===== config.mk =====
export PLATFORM = sky130hd
export DESIGN_NAME = display_reader
export DESIGN_NICKNAME = d
export VERILOG_FILES = /design/src/rtl/display_reader.sv
export SDC_FILE = /design/constraint.sdc
export NUM_CORES = 1
export LEC_CHECK = 0
export CAP_MARGIN = 20
export CORE_MARGIN = 8
export CORE_UTILIZATION = 36
export CTS_CLUSTER_SIZE = 28
export DETAILED_ROUTE_END_ITERATION = 12
export PLACE_DENSITY = 0.6
export SETUP_SLACK_MARGIN = 0.5
export SYNTH_ARGS = -nofsm -noshare
export SYNTH_HDL_FRONTEND = slang
export SYNTH_SLANG_ARGS = --single-unit

===== constraint.sdc =====
create_clock -name clk -period 5.3 [get_ports clk]
set_input_delay 1.06 -clock clk [delete_from_list [all_inputs] [get_ports clk]]
set_output_delay 1.06 -clock clk [all_outputs]
set_load 0.01 [all_outputs]

===== src/rtl/display_reader.sv =====
// display_reader
//   Reads a 7-segment GFEDCBA bus back into 5-bit letter indices (a=0 .. z=25).
//   The bus is synchronised through two flops. A pattern must then hold for
//   STABLE_CYCLES synced cycles before it is committed. Each newly committed
//   non-blank pattern is queued in a DEPTH-entry FIFO. Patterns that do not
//   decode are queued as err=1 with letter=5'h1F.
// Ports:
//   clk      rising-edge clock
//   rst_n    asynchronous active-low reset
//   display  segment bus, bit6=G .. bit0=A (may be asynchronous to clk)
//   letter   FIFO head letter index (registered, holds its value when valid=0)
//   err      FIFO head came from an undecodable pattern
//   valid    FIFO head holds an entry
//   ready    consumer accepts the head at this edge
//   overflow one-cycle pulse when a commit is dropped because the FIFO is full
module display_reader #(
    parameter int unsigned STABLE_CYCLES = 4,
    parameter int unsigned DEPTH         = 4
) (
    input  logic       clk,
    input  logic       rst_n,
    input  logic [6:0] display,
    output logic [4:0] letter,
    output logic       err,
    output logic       valid,
    input  logic       ready,
    output logic       overflow
);

    localparam int unsigned CW = $clog2(STABLE_CYCLES + 1);
    localparam int unsigned AW = $clog2(DEPTH);
    localparam logic [CW-1:0] CNT_MAX  = CW'(STABLE_CYCLES);
    localparam logic [CW-1:0] CNT_LAST = CW'(STABLE_CYCLES - 1);
    localparam logic [AW:0]   FULL_CNT = (AW + 1)'(DEPTH);

    logic [6:0]    sync1, sync2;
    logic [6:0]    cand, last;
    logic [CW-1:0] cnt;

    logic [5:0]    mem [DEPTH];
    logic [AW-1:0] rptr, wptr, rptr_nx;
    logic [AW:0]   count, remain;

    logic          dec_ok;
    logic [4:0]    dec_idx;
    logic          commit, take, push, pop, full, drop;
    logic [5:0]    push_data, head_nx;

    // Letter decode of the stable candidate.
    always_comb begin
        dec_ok  = 1'b1;
        dec_idx = '0;
        case (cand)
            7'b1110111: dec_idx = 5'd0;
            7'b1111100: dec_idx = 5'd1;
            7'b1011000: dec_idx = 5'd2;
            7'b1011110: dec_idx = 5'd3;
            7'b1111001: dec_idx = 5'd4;
            7'b1110001: dec_idx = 5'd5;
            7'b1101111: dec_idx = 5'd6;
            7'b1110110: dec_idx = 5'd7;
            7'b0000110: dec_idx = 5'd8;
            7'b0011110: dec_idx = 5'd9;
            7'b1111000: dec_idx = 5'd10;
            7'b0111000: dec_idx = 5'd11;
            7'b0010101: dec_idx = 5'd12;
            7'b1010100: dec_idx = 5'd13;
            7'b1011100: dec_idx = 5'd14;
            7'b1110011: dec_idx = 5'd15;
            7'b1100111: dec_idx = 5'd16;
            7'b1010000: dec_idx = 5'd17;
            7'b1101101: dec_idx = 5'd18;
            7'b1000110: dec_idx = 5'd19;
            7'b0111110: dec_idx = 5'd20;
            7'b0011100: dec_idx = 5'd21;
            7'b0101010: dec_idx = 5'd22;
            7'b1001001: dec_idx = 5'd23;
            7'b1101110: dec_idx = 5'd24;
            7'b1011011: dec_idx = 5'd25;
            default: begin
                dec_ok  = 1'b0;
                dec_idx = 5'h1F;
            end
        endcase
    end

    assign valid = (count != '0);

    always_comb begin
        full      = (count == FULL_CNT);
        pop       = valid && ready;
        // Commit edge: counter steps from STABLE_CYCLES-1 to STABLE_CYCLES.
        commit    = (sync2 == cand) && (cnt == CNT_LAST);
        take      = commit && (cand != last) && (cand != '0);
        // A full FIFO still accepts a commit when the head leaves on the same edge.
        push      = take && (!full || pop);
        drop      = take && full && !pop;
        push_data = {~dec_ok, dec_idx};
        rptr_nx   = pop ? rptr + AW'(1) : rptr;
        remain    = count - (AW + 1)'(pop);
        // Head is kept in output registers so it holds its last value when empty.
        head_nx   = {err, letter};
        if (remain != '0)
            head_nx = mem[rptr_nx];
        else if (push)
            head_nx = push_data;
    end

    always_ff @(posedge clk or negedge rst_n) begin
        if (!rst_n) begin
            sync1    <= '0;
            sync2    <= '0;
            cand     <= '0;
            last     <= '0;
            cnt      <= '0;
            rptr     <= '0;
            wptr     <= '0;
            count    <= '0;
            letter   <= '0;
            err      <= 1'b0;
            overflow <= 1'b0;
        end else begin
            sync1 <= display;
            sync2 <= sync1;
            if (sync2 != cand) begin
                cand <= sync2;
                cnt  <= '0;
            end else if (cnt < CNT_MAX) begin
                cnt <= cnt + CW'(1);
            end
            if (commit && (cand != last))
                last <= cand;
            if (push)
                wptr <= wptr + AW'(1);
            rptr          <= rptr_nx;
            count         <= count + (AW + 1)'(push) - (AW + 1)'(pop);
            {err, letter} <= head_nx;
            overflow      <= drop;
        end
    end

    always_ff @(posedge clk) begin
        if (push)
            mem[wptr] <= push_data;
    end

endmodule

==> flow_summary.json <==
{
  "post_drt_wl_per_cell_um": 14.7,
  "area_delta_synth_final_pct": 12.7,
  "nNetsFinal": 308,
  "start_util": 0.373,
  "power_switching_uw": 247,
  "cts_resized": 0,
  "cts_max_level": 3,
  "crit_type": "register to register",
  "seq_area_frac_synth": 0.534,
  "yosysWarnings": 0,
  "dp_slack_ns": 1.42,
  "cts_buffer_depth": 2,
  "drc": 0,
  "diodes": 0,
  "cts_sinks": 69,
  "fillCellCount": 898,
  "ctsHoldBuffers": 0,
  "gp_congestion": 0.863,
  "yosys.cell_types.count": 56,
  "die_area_mm2": 0.0130,
  "synth_area_mm2": 0.00346,
  "grt_max_degree": 46,
  "rsz0062_at_grt": "no",
  "cellLeakagePower_uw": 0.00152,
  "drive_gt1_frac": 0.130,
  "drt_first_pass_iters": 4,
  "setup_ws_ns": 1.61,
  "core_mm2": 0.00928,
  "endpoint_kind": "register",
  "grt_pass1_vias": 2153,
  "wirelength_mm": 6.21,
  "syn_inst": 279,
  "drv_cap": 0,
  "intPower_uw": 807,
  "ant_nets": 0,
  "ios": 18,
  "grt.overflow.total": 0,
  "synth_edf_count": 24,
  "setup_tns_ns": 0,
  "worst_slew_pin_slew_ns": 0.941,
  "hold_violations": 0,
  "netSwitchingFraction": 0.234,
  "dp_hpwl_mm": 4.13,
  "crit_path_max_fanout": 22,
  "cp-start-kind": "register",
  "die_w_um": 114,
  "fmax_mhz": 271,
  "finClkSkew_ns": 0.0103,
  "required_ns": 5.53,
  "grt_pass1_wl_mm": 10.9,
  "grt_usage": 0.107,
  "drt_iter0_markers": 88,
  "clock_latency_ns": 0.34,
  "p_clk_frac": 0.393,
  "cts_buffers": 9,
  "slew_viol_final": 0,
  "async_flop_share": 0.652,
  "synth_top_flop_cell": "dfrtp_1",
  "cts_tree": "built",
  "outcome": "complete, no violations",
  "grt_antenna_before_repair": 0,
  "slew_headroom": 0.368,
  "worstPathArrival_ns": 3.92,
  "ys_ff_latch": 69,
  "row_count": 35,
  "ir_drop_mv": 0.123,
  "setup_viol": 0,
  "root_buffer": "clkbuf_8",
  "p_seq_frac": 0.546,
  "clkTransAtPathRegs_ns": 0.08,
  "period_needed_ns": 3.69,
  "post-cts-setup-buffer-count": 0,
  "combPwrFrac": 0.061,
  "die_h_um": 114,
  "vias": 2075,
  "syn_nets": 299,
  "min_path_type": "register to register",
  "post-route-period-util": 0.696,
  "regToRegSetupSlack_ns": 1.61,
  "portBuffers": 17,
  "synth.avg_cell_area_um2": 12.4,
  "power.density_mw_per_mm2": 270,
  "viasPerCell": 4.92
}
## per-stage QoR
stage | utilization | power [uW] | instances | hold slack (ns) | cell area [um^2]
6_report | 0.420 | 1050 | 422 | 0.349 | 3900
4_1_cts | 0.418 | 1070 | 421 | 0.350 | 3880
3_5_place_dp | 0.397 | 650 | 405 | 0.335 | 3690
3_3_place_gp | 0.397 | 649 | 405 | 0.331 | 3690
5_1_grt | 0.420 | 1100 | 422 | 0.358 | 3900
2_1_floorplan | - | 628 | 279 | 0.331 | 3460
## synth_stat cells, types with 8 or more instances
| cell | instances | share of area |
|---|---|---|
| dfrtp_1 | 45 | 0.33 |
| edfxtp_1 | 24 | 0.21 |
| inv_1 | 15 | 0.016 |
| xnor2_1 | 14 | 0.035 |
| xor2_1 | 13 | 0.033 |
| nand2_1 | 11 | 0.012 |
| buf_2 | 10 | 0.014 |
| clkbuf_1 | 10 | 0.011 |
| ha_1 | 9 | 0.033 |
| nand3_1 | 9 | 0.013 |
| mux2_2 | 8 | 0.026 |
| nor2_1 | 8 | 0.0087 |
## kinds of logic (layout without fill, tap and decap cells)
kind of cell | after synthesis | in the layout | synth area share
AND/OR/NAND/NOR | 82 | 82 | 0.153
flip-flops | 69 | 69 | 0.534
buffers and inverters | 40 | 54 | 0.0546
AO/OA/AOI/OAI | 35 | 35 | 0.0763
XOR/XNOR | 27 | 27 | 0.0684
multiplexers | 16 | 16 | 0.0752
adder cells (fa/ha/maj) | 10 | 10 | 0.0383
## critical path: stages (launching register included)
cell     delay (ns)
dfrtp_1        0.80
xor2_1         0.16
nor4_2         0.34
nor3b_4        0.21
buf_4          0.19
and4_1         0.56
inv_2          0.10
ha_1           0.31
inv_1          0.05
ha_1           0.12
inv_1          0.05
fa_1           0.40
xnor2_1        0.14
xnor2_1        0.12
## sequential cells by signal (all words and copies together) (netlist names)
name and cells:
sync1 7, cand 7, cnt 3, rptr 2, wptr 2, mem 24
overflow 1, sync2 7, letter 5, last 7, count 3, err 1
## per-layer routing
metal	GRT usage	wire length, um	up-vias
li1	-	-	1021
met1	0.140	3060	1005
met2	0.158	2780	41
met3	0.0269	247	8
met4	0.0612	123	0
met5	0	0	-
## cell type report
type	count	area, um^2	share of cell area
Clock buffer	10	128	0.0327
Clock inverter	6	62.6	0.0161
Inverter	16	60.1	0.0154
Multi-Input combinational cell	170	1420	0.365
Sequential cell	69	1850	0.474
Tap cell	129	161	0.0414
Timing Repair Buffer	22	215	0.0552
## placed cells by master (no fill, tap or decap), types with 4 or more instances in the layout
master and instances:
nand2_1 11, clkdlybuf4s50_1 16, inv_1 15, clkbuf_8 9, nor2b_1 7, a22o_1 5, mux2_2 8, xor2_1 13
ha_1 9, nor4bb_1 6, mux4_1 4, dfrtp_1 45, nor3_1 4, o21a_1 6, and2_1 5, edfxtp_1 24
nand4_1 7, nor2_1 8, nand3_1 9, o211ai_1 4, a21oi_1 4, buf_4 4, xnor2_1 14
## power by group through the flow
| stage | combinational [uW] | clock (uW) | sequential, uW |
|---|---|---|---|
| final | 64.6 | 414 | 575 |
| after floorplan | 50.0 | 0 | 578 |
| after global routing | 73.5 | 450 | 577 |
| after detailed placement | 63.4 | 0 | 586 |
| after global placement | 62.9 | 0 | 586 |
| after CTS | 63.7 | 430 | 575 |
## final timing paths
path	from	end	cells after the start
setup / recovery	cand[5]	count[2]	13
hold / removal	sync1[6]	sync2[6]	0
setup reg to reg	cand[5]	count[2]	13
hold reg to reg	sync1[6]	sync2[6]	0
max in group asynchronous	rst_n	letter[0]	2
min in group asynchronous	rst_n	cand[4]	1
(Power assumes the default switching activity.)
